File: src/rtl/sudoku_pkg.sv
// Shared constants, FSM state encoding and mark addressing for the sudoku board host port.
package sudoku_pkg;

  localparam int N_SIDE   = 9;
  localparam int N_CELLS  = N_SIDE * N_SIDE;
  localparam int BOX_SIDE = 3;
  localparam int DW       = 4;
  localparam int AW       = 7;
  localparam int UW       = 4;

  typedef enum logic [2:0] {
    ST_IDLE,
    ST_CLEAR,
    ST_LOAD,
    ST_LDONE,
    ST_RD_ISSUE,
    ST_RD_WAIT,
    ST_OUT,
    ST_DDONE
  } state_e;

  // Mark slot for unit u (row, column or box) and digit d in 1..9.
  function automatic logic [AW-1:0] mark_addr(input logic [UW-1:0] unit,
                                              input logic [DW-1:0] digit);
    return AW'(unit) * AW'(N_SIDE) + AW'(digit) - AW'(1);
  endfunction

endpackage

File: src/rtl/sudoku_board_io_cell_counter.sv
// Cell index walker: linear index k plus row, column and box, all kept as counters.
module sudoku_cell_counter
  import sudoku_pkg::*;
#(
  parameter int SIDE = N_SIDE
) (
  input  logic          clk,
  input  logic          rst_n,
  input  logic          i_clear,
  input  logic          i_advance,
  output logic [AW-1:0] o_k,
  output logic [UW-1:0] o_r,
  output logic [UW-1:0] o_c,
  output logic [UW-1:0] o_b,
  output logic          o_last
);

  localparam logic [AW-1:0] K_LAST   = AW'(SIDE * SIDE - 1);
  localparam logic [UW-1:0] C_LAST   = UW'(SIDE - 1);
  localparam logic [1:0]    SUB_LAST = 2'(BOX_SIDE - 1);
  localparam logic [UW-1:0] B_BACK   = UW'(BOX_SIDE - 1);

  logic [AW-1:0] k_q, k_d;
  logic [UW-1:0] r_q, r_d, c_q, c_d, b_q, b_d;
  logic [1:0]    cb_q, cb_d, rb_q, rb_d;

  // cb/rb track position inside the current box so b can step without a divider.
  always_comb begin
    k_d  = k_q;
    r_d  = r_q;
    c_d  = c_q;
    b_d  = b_q;
    cb_d = cb_q;
    rb_d = rb_q;
    if (i_clear) begin
      k_d  = '0;
      r_d  = '0;
      c_d  = '0;
      b_d  = '0;
      cb_d = '0;
      rb_d = '0;
    end else if (i_advance) begin
      k_d = k_q + AW'(1);
      if (c_q == C_LAST) begin
        c_d  = '0;
        cb_d = '0;
        r_d  = r_q + UW'(1);
        if (rb_q == SUB_LAST) begin
          rb_d = '0;
          b_d  = b_q + UW'(1);
        end else begin
          rb_d = rb_q + 2'd1;
          b_d  = b_q - B_BACK;
        end
      end else begin
        c_d = c_q + UW'(1);
        if (cb_q == SUB_LAST) begin
          cb_d = '0;
          b_d  = b_q + UW'(1);
        end else begin
          cb_d = cb_q + 2'd1;
        end
      end
    end
  end

  always_ff @(posedge clk or negedge rst_n) begin
    if (!rst_n) begin
      k_q  <= '0;
      r_q  <= '0;
      c_q  <= '0;
      b_q  <= '0;
      cb_q <= '0;
      rb_q <= '0;
    end else begin
      k_q  <= k_d;
      r_q  <= r_d;
      c_q  <= c_d;
      b_q  <= b_d;
      cb_q <= cb_d;
      rb_q <= rb_d;
    end
  end

  assign o_k    = k_q;
  assign o_r    = r_q;
  assign o_c    = c_q;
  assign o_b    = b_q;
  assign o_last = (k_q == K_LAST);

endmodule

File: src/rtl/sudoku_board_io.sv
// Host-side initiator for the sudoku board memory: clear+load from a stream, dump back out.
//   state    | meaning
//   IDLE     | waiting for a load or dump start
//   CLEAR    | zeroing mark slot k, one per cycle
//   LOAD     | accepting cell k, writing value and its three marks
//   LDONE    | load finished pulse
//   RD_ISSUE | presenting read address k
//   RD_WAIT  | capturing read data
//   OUT      | offering cell k on the dump stream
//   DDONE    | dump finished pulse
module sudoku_board_io #(
  parameter int N_SIDE = 9,
  parameter int DW     = 4,
  parameter int AW     = 7
) (
  input  logic          clk,
  input  logic          rst_n,
  input  logic          i_load_start,
  input  logic          i_dump_start,
  input  logic          i_cell_valid,
  input  logic [DW-1:0] i_cell_data,
  output logic          o_cell_ready,
  output logic          o_out_valid,
  output logic [DW-1:0] o_out_data,
  input  logic          i_out_ready,
  output logic          o_mem_own,
  output logic          o_we,
  output logic          o_we_mark,
  output logic [DW-1:0] o_wrdata,
  output logic          o_wrdata_mark,
  output logic [AW-1:0] o_addr,
  output logic [AW-1:0] o_addr_mark_row,
  output logic [AW-1:0] o_addr_mark_col,
  output logic [AW-1:0] o_addr_mark_matrix,
  input  logic [DW-1:0] i_rddata,
  output logic          o_load_done,
  output logic          o_dump_done,
  output logic          o_load_err,
  output logic          o_busy
);
  import sudoku_pkg::*;

  state_e        state_q, state_d;
  logic          err_q, err_d;
  logic [DW-1:0] out_data_q, out_data_d;

  logic                    cnt_clear, cnt_adv, cnt_last;
  logic [sudoku_pkg::AW-1:0] cnt_k;
  logic [UW-1:0]           cnt_r, cnt_c, cnt_b;
  logic                    cell_digit, cell_bad;

  sudoku_cell_counter #(.SIDE(N_SIDE)) u_cnt (
    .clk       (clk),
    .rst_n     (rst_n),
    .i_clear   (cnt_clear),
    .i_advance (cnt_adv),
    .o_k       (cnt_k),
    .o_r       (cnt_r),
    .o_c       (cnt_c),
    .o_b       (cnt_b),
    .o_last    (cnt_last)
  );

  assign cell_digit = (i_cell_data != '0) && (i_cell_data <= DW'(N_SIDE));
  assign cell_bad   = (i_cell_data > DW'(N_SIDE));

  always_comb begin
    state_d            = state_q;
    err_d              = err_q;
    out_data_d         = out_data_q;
    cnt_clear          = 1'b0;
    cnt_adv            = 1'b0;
    o_cell_ready       = 1'b0;
    o_out_valid        = 1'b0;
    o_mem_own          = 1'b0;
    o_we               = 1'b0;
    o_we_mark          = 1'b0;
    o_wrdata           = '0;
    o_wrdata_mark      = 1'b0;
    o_addr             = '0;
    o_addr_mark_row    = '0;
    o_addr_mark_col    = '0;
    o_addr_mark_matrix = '0;
    o_load_done        = 1'b0;
    o_dump_done        = 1'b0;

    case (state_q)
      ST_IDLE: begin
        cnt_clear = 1'b1;
        if (i_load_start) begin
          state_d = ST_CLEAR;
          err_d   = 1'b0;
        end else if (i_dump_start) begin
          state_d = ST_RD_ISSUE;
        end
      end

      ST_CLEAR: begin
        o_mem_own          = 1'b1;
        o_addr             = AW'(cnt_k);
        o_we_mark          = 1'b1;
        o_addr_mark_row    = AW'(cnt_k);
        o_addr_mark_col    = AW'(cnt_k);
        o_addr_mark_matrix = AW'(cnt_k);
        cnt_adv            = 1'b1;
        if (cnt_last) begin
          cnt_clear = 1'b1;
          state_d   = ST_LOAD;
        end
      end

      ST_LOAD: begin
        o_mem_own    = 1'b1;
        o_cell_ready = 1'b1;
        o_addr       = AW'(cnt_k);
        if (i_cell_valid) begin
          o_we    = 1'b1;
          cnt_adv = 1'b1;
          // Out-of-range values are stored as empty so the solver never sees them.
          if (cell_digit) begin
            o_wrdata           = i_cell_data;
            o_we_mark          = 1'b1;
            o_wrdata_mark      = 1'b1;
            o_addr_mark_row    = AW'(mark_addr(cnt_r, i_cell_data));
            o_addr_mark_col    = AW'(mark_addr(cnt_c, i_cell_data));
            o_addr_mark_matrix = AW'(mark_addr(cnt_b, i_cell_data));
          end else if (cell_bad) begin
            err_d = 1'b1;
          end
          if (cnt_last) begin
            state_d = ST_LDONE;
          end
        end
      end

      ST_LDONE: begin
        o_load_done = 1'b1;
        state_d     = ST_IDLE;
      end

      ST_RD_ISSUE: begin
        o_mem_own = 1'b1;
        o_addr    = AW'(cnt_k);
        state_d   = ST_RD_WAIT;
      end

      ST_RD_WAIT: begin
        o_mem_own  = 1'b1;
        o_addr     = AW'(cnt_k);
        out_data_d = i_rddata;
        state_d    = ST_OUT;
      end

      ST_OUT: begin
        o_mem_own   = 1'b1;
        o_addr      = AW'(cnt_k);
        o_out_valid = 1'b1;
        if (i_out_ready) begin
          if (cnt_last) begin
            state_d = ST_DDONE;
          end else begin
            cnt_adv = 1'b1;
            state_d = ST_RD_ISSUE;
          end
        end
      end

      ST_DDONE: begin
        o_dump_done = 1'b1;
        state_d     = ST_IDLE;
      end

      default: begin
        state_d = ST_IDLE;
      end
    endcase
  end

  always_ff @(posedge clk or negedge rst_n) begin
    if (!rst_n) begin
      state_q    <= ST_IDLE;
      err_q      <= 1'b0;
      out_data_q <= '0;
    end else begin
      state_q    <= state_d;
      err_q      <= err_d;
      out_data_q <= out_data_d;
    end
  end

  assign o_out_data = out_data_q;
  assign o_load_err = err_q;
  assign o_busy     = (state_q != ST_IDLE);

endmodule

File: config.mk
export PLATFORM = sky130hd
export DESIGN_NAME = sudoku_board_io
export DESIGN_NICKNAME = d
export VERILOG_FILES = /design/src/rtl/sudoku_pkg.sv /design/src/rtl/sudoku_board_io_cell_counter.sv /design/src/rtl/sudoku_board_io.sv
export SDC_FILE = /design/constraint.sdc
export NUM_CORES = 1
export LEC_CHECK = 0
export BUFFER_PORTS_ARGS = -buffer_cell sky130_fd_sc_hd__buf_4
export CAP_MARGIN = 30
export CORE_AREA = 2 2 102 104
export CTS_BUF_LIST = sky130_fd_sc_hd__clkbuf_2 sky130_fd_sc_hd__clkbuf_4 sky130_fd_sc_hd__clkbuf_8
export DETAILED_ROUTE_END_ITERATION = 10
export DIE_AREA = 0 0 104 106
export SETUP_SLACK_MARGIN = 0.1
export SKIP_LAST_GASP = 1
export SLEW_MARGIN = 25
export SYNTH_ARGS = -nofsm -noshare
export SYNTH_HDL_FRONTEND = slang
export SYNTH_SLANG_ARGS = --single-unit
File: constraint.sdc
create_clock -name clk -period 5.2 [get_ports clk]
set_clock_uncertainty 0.2 [all_clocks]
set_input_delay 0.52 -clock clk [delete_from_list [all_inputs] [get_ports clk]]
set_output_delay 0.52 -clock clk [all_outputs]
set_load 0.005 [all_outputs]
==> flow_metrics.py, run 1 <==
metrics = {
    "floorplanning": {
        "ios": 60,
        "fp.dieW_um": 104,
        "rows": 37,
        "dieArea_um2": 11020,
        "core_um2": 10000,
        "die_h_um": 106,
        "start_util": 0.3417,
    },
    "worst_setup_path": {
        "cp_slowest_cell": "fa_1",
        "worst_path_largest_cell_delay_ns": 0.53,
        "required_ns": 4.48,
        "r2r_end": "u_cnt.cb_q[1]",
        "cp-endpoint": "o_addr_mark_col[6]",
        "cp.buffers_inverters": 3,
        "worstPathMaxFanout": 5,
        "crit_type": "register to output port",
        "critPathLaunchType": "register",
        "timing.rr.start": "u_cnt.o_k[0]",
        "arrival_ns": 3.14,
        "reg2reg_depth": 6,
        "worstPathCellList": "ha_1 -> ha_1 -> inv_1 -> fa_1 -> inv_1 -> fa_1 -> a21o_1 -> a21oi_1 -> xnor2_1 -> o21ai_0 -> buf_4",
        "cpLargestDelayFamily": "adder cells",
        "path_depth": 11,
        "r2r_slack_ns": 2.51,
        "startpoint": "u_cnt.o_c[3]",
        "end_kind": "output port",
    },
    "finish": {
        "antennaDiodeCount": 0,
        "syn_to_final_growth_pct": 18.53,
        "fin_cells": 577,
        "nets": 516,
        "drive_above_1_share": 0.1882,
    },
    "yosys": {
        "netlist_instances": 389,
        "synthTopCellsByCount": "inv_1 (54), ha_1 (53), o21ai_0 (44)",
        "ys.flop_type": "dfrtp_1",
        "synthArstFlopShare": 1.000,
        "synth_top_cell_area_share": 0.2270,
        "synth.largest_area_cell": "dfrtp_1",
        "seq_area_frac_synth": 0.2270,
        "synth.distinct_cells": 52,
        "yosys-top-cells-area": "dfrtp_1 (23%), ha_1 (19%), o21ai_0 (6.4%)",
        "synth_edf_count": 0,
        "synth_seq_cells": 31,
        "avgSynthCellArea_um2": 8.784,
        "yosysMostFrequentCell": "inv_1",
        "yosys_warnings": 0,
        "syn_area_um2": 3417,
        "synth_nets": 465,
    },
    "sta": {
        "max_clock_freq_mhz": 259.3,
        "fin_crit_sh": 0.7416,
        "drv_slew": 0,
        "setup_viol": 0,
        "period_minus_slack_ns": 3.856,
        "hold_viol_final": 0,
        "tightest_slew_ns": 0.8766,
        "setup_tns_ns": 0,
        "slew_headroom": 0.4156,
        "setup_ws_ns": 1.344,
        "rsz0062_at_grt": "no",
    },
    "clocking": {
        "h-tree-depth": 2,
        "cts_tree": "yes",
        "clock_latency_ns": 0.29,
        "cts_resized": 0,
        "cts_made_buffers": 5,
        "cts.sinks": 31,
        "clockBufferDepth": 2,
        "cts_root_buffer": "clkbuf_8",
        "clk_pin_slew_ns": 0.07,
    },
    "route": {
        "drc": 0,
        "viasPerCell": 5.042,
        "antenna_left": 0,
        "wirelength_um": 8566,
        "dr.pass1.iters": 4,
        "wl_per_cell_um": 14.85,
        "routed-via-count": 2909,
        "drt_iter0_drc": 109,
    },
    "pwr": {
        "p_leak_nw": 2.037,
        "ir_drop_uv": 122.9,
        "total_power_mw": 1.495,
        "p_per_area_nw_per_um2": 369.0,
    },
    "job": {
        "cap_violations": 0,
    },
    "run_status": {
        "status": "complete, no violations",
    },
    "global_route": {
        "grt_max_degree": 32,
        "grt_pass1_wl_um": 14430,
        "grt_pass1_vias": 2897,
        "antenna_found_initial": 0,
        "grt_overflow": 0,
        "grt_usage": 0.1591,
    },
    "hold_path": {
        "hold_class": "primary input to register",
    },
    "placement": {
        "placed_cells": 568,
        "hpwl_um": 6695,
        "gp_congestion": 0.8352,
        "pre_cts_slack_ns": 1.398,
        "io_buffers": 59,
    },
}
power breakdown:
part | internal (mW) | total (mW) | switching (mW)
Sequential | 0.296 | 0.390 | 0.0937
Combinational | 0.412 | 0.907 | 0.496
Clock | 0.104 | 0.197 | 0.0929
Total | 0.812 | 1.49 | 0.682
how the worst min path moves through the flow:
stage / from / cells after the start / endpoint
after detailed placement: o_load_err / 2 / o_load_err
final: i_load_start / 2 / state_q[2]
after CTS: i_load_start / 2 / state_q[2]
after floorplan: rst_n / 0 / o_load_err
after global placement: o_load_err / 2 / o_load_err
after global routing: i_load_start / 2 / state_q[2]
sequential cells by signal (all words and copies together), names as in the netlist:
| signal | cells |
|---|---|
| u_cnt.o_k | 7 |
| o_out_data | 4 |
| u_cnt.o_b | 4 |
| u_cnt.o_c | 4 |
| u_cnt.o_r | 4 |
| state_q | 3 |
| u_cnt.cb_q | 2 |
| u_cnt.rb_q | 2 |
| o_load_err | 1 |
repair_timing:
action / CTS / global route
hold endpoints to repair: 31 / 0
hold buffers: 1 / 0
setup buffers: 0 / 0
kinds of logic after synthesis:
group                    after synthesis  synth area share
XOR/XNOR                              22           0.05639
buffers and inverters                 72           0.08678
AND/OR/NAND/NOR                       71            0.1128
AO/OA/AOI/OAI                        113            0.2160
adder cells (fa/ha/maj)               62            0.2468
multiplexers                          18           0.05419
flip-flops                            31            0.2270
metrics by stage:
stage / instance area [um^2] / hold WS [ns] / utilization
6_report: 4050 / 0.2238 / 0.4050
5_1_grt: 4050 / 0.2238 / 0.4050
4_1_cts: 4050 / 0.2199 / 0.4050
3_5_place_dp: 3951 / 0.2737 / 0.3951
3_3_place_gp: 3944 / 0.2723 / 0.3944
2_1_floorplan: 3417 / 0.02441 / -
layer usage:
metal	GRT usage	wire [um]
met5	0	0
met3	0.02391	206
met4	0.03764	132
met2	0.2904	4435
met1	0.1972	3791
placed cells by master, fill, tap and decap left out, types with 12 or more instances in the layout:
master and instances:
xnor2_1 13, inv_1 54, buf_4 61, dfrtp_1 31, and2_1 12, o21ai_0 44
a21o_1 12, ha_1 53, mux2i_1 14, nand2_1 16, a21oi_1 22
cell type report:
cell class / count / area (um^2)
clock buffers: 7 / 83.83
clock inverters: 1 / 5.005
fillers: 1046 / 5949
inverters: 54 / 202.7
multi-input cells: 286 / 2345
flip-flops and latches: 31 / 775.7
well taps: 136 / 170.2
repair buffers: 62 / 467.9
Note: power is estimated with default switching activity, not from simulation.
==> run 2: changes to the inputs <==
--- a/config.mk
+++ b/config.mk
@@ -5,6 +5,7 @@
 export SDC_FILE = /design/constraint.sdc
 export NUM_CORES = 1
 export LEC_CHECK = 0
+export ABC_AREA = 1
 export BUFFER_PORTS_ARGS = -buffer_cell sky130_fd_sc_hd__buf_4
 export CAP_MARGIN = 30
 export CORE_AREA = 2 2 102 104
==> constraint.sdc (replaced) <==
create_clock -name clk -period 3.1 [get_ports clk]
set_clock_uncertainty 0.2 [all_clocks]
set_input_delay 0.31 -clock clk [delete_from_list [all_inputs] [get_ports clk]]
set_output_delay 0.31 -clock clk [all_outputs]
set_load 0.005 [all_outputs]
==> run 2 against run 1 <==
The flow now finishes with violations (negative setup slack). Worst hold slack got worse by 0.16 ns. Synthesized cell count increased by 13%. Highest routed layer unchanged. Core utilization increased by 6.9 points. Non-clock buffer count increased by 34. Global-route usage increased by 1.5 points. Area after synthesis decreased by 0.59%. Design area increased by 17%.
==> flow_metrics.py, run 2 <==
metrics = {
    "worst_setup_path": {
        "arrival_ns": 2.76,
        "crit_type": "register to output port",
        "worstPathMaxFanout": 2,
        "critPathLaunchType": "register",
        "worst_path_largest_cell_delay_ns": 0.50,
        "worstPathCellList": "ha_4 -> ha_4 -> inv_2 -> fa_1 -> inv_2 -> fa_2 -> nand2_1 -> nand2_1 -> a21oi_2 -> or2_4 -> nand3_1 -> nand2_1 -> buf_4",
        "crit_top_cell": "nand2_1",
        "required_ns": 2.59,
        "cp_slowest_cell": "fa_1",
        "end_kind": "output port",
    },
    "yosys": {
        "synth.distinct_cells": 38,
        "synthTopCellsByCount": "nand2_1 (84), inv_1 (75), ha_1 (53)",
        "synth_top_cell_area_share": 0.2284,
        "synthArstFlopShare": 1.000,
        "netlist_instances": 438,
        "synth_seq_cells": 31,
        "syn_area_um2": 3397,
        "yosys_warnings": 0,
        "synth_nets": 514,
        "yosysMostFrequentCell": "nand2_1",
        "synth_edf_count": 0,
        "avgSynthCellArea_um2": 7.756,
        "ys.flop_type": "dfrtp_1",
        "seq_area_frac_synth": 0.2284,
        "yosys-top-cells-area": "dfrtp_1 (23%), ha_1 (20%), nand2_1 (9.3%)",
        "synth.largest_area_cell": "dfrtp_1",
    },
    "finish": {
        "antennaDiodeCount": 0,
        "nets": 612,
        "mostFrequentLayoutCells": "buf_4 (86), nand2_1 (81), inv_1 (62)",
        "drive_above_1_share": 0.3687,
        "fin_cells": 673,
        "layout_commonest_cell": "buf_4",
        "largest_reg_flops": 7,
        "final_area_um2": 4740,
        "final_core_util": 0.4740,
        "syn_to_final_growth_pct": 39.52,
    },
    "route": {
        "dr.pass1.iters": 4,
        "drc": 0,
        "viasPerCell": 4.712,
        "wirelength_um": 9182,
        "wl_per_cell_um": 13.64,
        "routed-via-count": 3171,
        "antenna_left": 0,
        "drt_iter0_drc": 119,
    },
    "floorplanning": {
        "fp.dieW_um": 104,
        "die_h_um": 106,
        "dieArea_um2": 11020,
        "rows": 37,
        "core_um2": 10000,
        "start_util": 0.3397,
        "ios": 60,
    },
    "clocking": {
        "h-tree-depth": 2,
        "cts_tree": "yes",
        "clk_pin_slew_ns": 0.07,
        "cts.sinks": 31,
        "clockBufferDepth": 2,
        "clock_latency_ns": 0.28,
        "cts_root_buffer": "clkbuf_8",
        "cts_made_buffers": 5,
    },
    "sta": {
        "period_minus_slack_ns": 3.268,
        "tightest_slew_ns": 0.4297,
        "rsz0062_at_grt": "yes",
        "hold_viol_final": 0,
        "setup_tns_ns": -0.5806,
        "setup_viol": 5,
        "drv_slew": 0,
        "max_clock_freq_mhz": 306.0,
        "fin_crit_sh": 1.054,
        "slew_headroom": 0.7118,
        "setup_ws_ns": -0.1676,
    },
    "placement": {
        "pre_cts_slack_ns": -0.1625,
        "place_area_um2": 4113,
        "io_buffers": 59,
        "gp_congestion": 0.8364,
        "hpwl_um": 6928,
        "placed_cells": 648,
    },
    "global_route": {
        "grt_pass1_wl_um": 15440,
        "antenna_found_initial": 0,
        "grt_max_degree": 32,
        "grt_usage": 0.1745,
        "grt_pass1_vias": 3224,
        "grt_overflow": 0,
    },
    "run_status": {
        "status": "finished, violations left",
        "violations": "negative setup slack",
    },
    "job": {
        "cap_violations": 0,
    },
    "pwr": {
        "p_per_area_nw_per_um2": 1187,
        "p_leak_nw": 2.431,
        "ir_drop_uv": 740.1,
    },
    "hold_path": {
        "hold_class": "primary input to register",
    },
}
==> run 2: report_power, final <==
| group | switching (mW) | internal [mW] | total, mW |
|---|---|---|---|
| logic | 2.28 | 2.22 | 4.50 |
| registers | 0.189 | 0.568 | 0.758 |
| clock network | 0.157 | 0.211 | 0.368 |
==> run 2: cells by family (layout without fill, tap and decap cells) <==
family                   count (synthesis)  after routing  share of synthesized area
AND/OR/NAND/NOR                        170            170                     0.2401
adder cells (fa/ha/maj)                 62             62                     0.2483
flip-flops                              31             31                     0.2284
multiplexers                             4              4                    0.01326
XOR/XNOR                                25             25                    0.06446
AO/OA/AOI/OAI                           58             58                    0.09687
buffers and inverters                   88            187                     0.1087
==> run 2: timing repair <==
item / CTS / global route
buffers inserted: 9 / 8
setup endpoints to repair: 12 / 12
cloned: 0 / 0
resized for setup: 42 / 42
hold buffers: 2 / 0
hold endpoints to repair: 32 / 0
pin swaps: 22 / 35
==> run 2: stage by stage <==
step | power [mW] | hold slack, ns
global route | 6.232 | 0.06375
global placement | 4.244 | 0.08536
finish | 5.626 | 0.05986
CTS | 5.151 | 0.05328
floorplan | 3.288 | -0.1856
detailed placement | 4.305 | 0.08132
==> run 2: path summary, 6_finish.rpt <==
path	startpoint	end	slack, ns	cells after the start
min reg2reg	o_out_data[2]	o_out_data[2]	0.31	1
max in group asynchronous	rst_n	u_cnt.o_b[1]	2.06	2
max	u_cnt.o_c[3]	o_addr_mark_col[6]	-0.17	13
max reg2reg	u_cnt.o_c[2]	u_cnt.o_b[3]	0.89	10
min in group asynchronous	rst_n	u_cnt.o_c[1]	0.30	2
min	i_rddata[2]	o_out_data[2]	0.06	2
==> run 2: metal layers <==
metal / vias up / wire length (um) / part of all wire / track usage
met2: 60 / 4574 / 0.50 / 0.3116
met4: 0 / 89 / 0.0097 / 0.03668
met1: 1515 / 4204 / 0.46 / 0.2229
met5: - / 0 / 0 / 0
met3: 9 / 314 / 0.034 / 0.02759
li1: 1587 / - / - / -
==> run 2: cell type report <==
cell class	count	area [um^2]
Clock buffer	8	103.9
Multi-Input combinational cell	319	2601
Sequential cell	31	782.0
Fill cell	1006	5260
Tap cell	136	170.2
Inverter	83	326.6
Timing Repair Buffer	96	755.7
==> run 2: critical path: cells and delay by family, from the launching register on <==
family | cells | cell delay [ns]
flops | 1 | 0.42
simple gates | 5 | 0.38
buf+inv | 3 | 0.20
compound gates | 1 | 0.14
fa+ha+maj | 4 | 1.34
==> run 3: changes to the inputs <==
--- a/config.mk
+++ b/config.mk
@@ -7,11 +7,11 @@
 export LEC_CHECK = 0
 export ABC_AREA = 1
 export BUFFER_PORTS_ARGS = -buffer_cell sky130_fd_sc_hd__buf_4
-export CAP_MARGIN = 30
-export CORE_AREA = 2 2 102 104
+export CAP_MARGIN = 20
+export CORE_AREA = 2 2 131 82
 export CTS_BUF_LIST = sky130_fd_sc_hd__clkbuf_2 sky130_fd_sc_hd__clkbuf_4 sky130_fd_sc_hd__clkbuf_8
 export DETAILED_ROUTE_END_ITERATION = 10
-export DIE_AREA = 0 0 104 106
+export DIE_AREA = 0 0 133 84
 export SETUP_SLACK_MARGIN = 0.1
 export SKIP_LAST_GASP = 1
 export SLEW_MARGIN = 25
==> constraint.sdc (replaced) <==
create_clock -name clk -period 3.1 [get_ports clk]
set_clock_uncertainty 0.2 [all_clocks]
set_input_delay 0.62 -clock clk [delete_from_list [all_inputs] [get_ports clk]]
set_output_delay 0.62 -clock clk [all_outputs]
set_load 0.005 [all_outputs]
==> run 3 against run 2 <==
The run still ends with negative setup slack left. Combinational power up 12%. Cell count is 2.7% higher. Global-route usage increased by 0.50 points. Critical path type is now primary input to output port. Critical endpoint is now o_addr_mark_matrix[6].
==> flow_metrics.py, run 3 (same netlist as run 2, synthesis figures left out) <==
metrics = {
    "finish": {
        "layout_commonest_cell": "buf_4",
        "num-fill-cells": 972,
        "largest_reg_flops": 7,
        "multi_input_area_um2": 2671,
        "nets": 627,
        "syn_to_final_growth_pct": 44.94,
        "mostFrequentLayoutCells": "buf_4 (104), nand2_1 (82), inv_1 (65)",
        "final-seq-area_um2": 780.7,
        "drive_above_1_share": 0.4004,
        "final_area_um2": 4923,
        "final_core_util": 0.4863,
        "antennaDiodeCount": 0,
    },
    "floorplanning": {
        "fp.dieW_um": 133,
        "die_h_um": 84,
        "ios": 60,
        "dieArea_um2": 11170,
        "core_um2": 10120,
        "rows": 29,
        "start_util": 0.3356,
    },
    "clocking": {
        "cts.sinks": 31,
        "clockBufferDepth": 2,
        "cts_tree": "yes",
        "cts_made_buffers": 5,
        "cts_root_buffer": "clkbuf_8",
        "hold_buffers": 0,
        "h-tree-depth": 2,
        "clock_latency_ns": 0.30,
        "clk_pin_slew_ns": 0.07,
    },
    "worst_setup_path": {
        "critPathLaunchType": "primary input",
        "timing.rr.start": "u_cnt.o_c[2]",
        "required_ns": 2.28,
        "cp_slowest_cell": "fa_2",
        "arrival_ns": 2.75,
        "cp.buffers_inverters": 3,
        "worst_path_largest_cell_delay_ns": 0.39,
        "worstPathMaxFanout": 4,
        "crit_top_cell": "nand2_1",
        "worstPathCellList": "buf_4 -> ha_4 -> xnor2_1 -> ha_1 -> ha_4 -> fa_2 -> nand2_1 -> nand2_1 -> a21oi_2 -> inv_1 -> nand2_1 -> nand3_2 -> nand2_2 -> buf_6",
        "end_kind": "output port",
        "cpLargestDelayFamily": "adder cells",
        "startpoint": "i_cell_data[1]",
        "crit_type": "primary input to output port",
    },
    "sta": {
        "max_clock_freq_mhz": 280.1,
        "drv_slew": 0,
        "tightest_slew_ns": 0.4136,
        "fin_crit_sh": 1.151,
        "setup_viol": 12,
        "hold_viol_final": 0,
        "rsz0062_at_grt": "yes",
        "slew_headroom": 0.7243,
        "setup_tns_ns": -4.289,
        "period_minus_slack_ns": 3.570,
        "setup_ws_ns": -0.4696,
    },
    "pwr": {
        "p_per_area_nw_per_um2": 1257,
        "p_seq_frac": 0.123,
        "combPwrFrac": 0.817,
        "netSwitchingPower_mw": 2.899,
        "swShare": 0.4683,
        "power.internal_mw": 3.292,
        "p_clk_frac": 0.061,
        "ir_drop_uv": 705.0,
        "p_leak_nw": 2.508,
        "total_power_mw": 6.191,
    },
    "job": {
        "cap_violations": 0,
    },
    "global_route": {
        "antenna_found_initial": 0,
        "grt_pass1_wl_um": 15870,
        "grt_pass1_vias": 3275,
        "grt_max_degree": 32,
        "grt_usage": 0.1796,
        "grt_overflow": 0,
    },
    "route": {
        "viasPerCell": 4.667,
        "wirelength_um": 9723,
        "dr.pass1.iters": 5,
        "drc": 0,
        "antenna_left": 0,
        "drt_iter0_drc": 206,
        "wl_per_cell_um": 14.07,
        "routed-via-count": 3225,
    },
    "placement": {
        "gp_congestion": 0.8713,
        "hpwl_um": 7632,
        "io_buffers": 59,
        "place_area_um2": 4479,
        "pre_cts_slack_ns": -0.5435,
    },
    "hold_path": {
        "hold_class": "primary input to asynchronous set/reset pin",
    },
    "run_status": {
        "status": "finished, violations left",
        "violations": "negative setup slack",
    },
}
-- run 3: area by class of cell --
type | instances | area share
Clock buffer | 8 | 0.02109
Inverter | 83 | 0.06607
Multi-Input combinational cell | 319 | 0.5426
Sequential cell | 31 | 0.1586
Tap cell | 139 | 0.03532
Timing Repair Buffer | 111 | 0.1764
-- run 3: layer usage --
layer / vias up / global-route usage / wire [um]
li1: 1619 / - / -
met1: 1533 / 0.2435 / 4646
met3: 11 / 0.03279 / 391
met2: 62 / 0.2991 / 4551
met5: - / 0 / 0
met4: 0 / 0.03812 / 134
-- run 3: final timing paths --
check,to,slack (ns),depth (start not counted)
worst min register to register,o_out_data[1],0.32,1
worst max register to register,u_cnt.o_b[3],0.97,10
worst max-delay path,o_addr_mark_matrix[6],-0.47,14
min in group clk,o_load_err,0.30,2
worst min-delay path,u_cnt.o_k[6],0.04,1
max in group asynchronous,u_cnt.o_r[0],2.33,1
-- run 3: power by group through the flow --
stage               registers (mW)  clock network (mW)  logic [mW]
CTS                          0.758               0.384        4.66
global placement             0.743                   0        4.04
finish                       0.758               0.375        5.06
global route                 0.779               0.399        5.63
floorplan                    0.724                   0        2.82
detailed placement           0.746                   0        4.17
-- run 3: per-stage QoR --
| step | cells | hold slack (ns) |
|---|---|---|
| after floorplan | 438 | 0.1244 |
| after global placement | 673 | 0.2898 |
| after detailed placement | 673 | 0.2991 |
| after CTS | 686 | 0.05665 |
| after global routing | 691 | 0.07824 |
| final | 691 | 0.04412 |
-- run 3: repair_timing --
item                       in CTS  in global routing
resized for setup              34                 19
pin swaps                      27                 24
setup buffers                   5                  7
cloned                          0                  0
setup endpoints to repair      13                 22
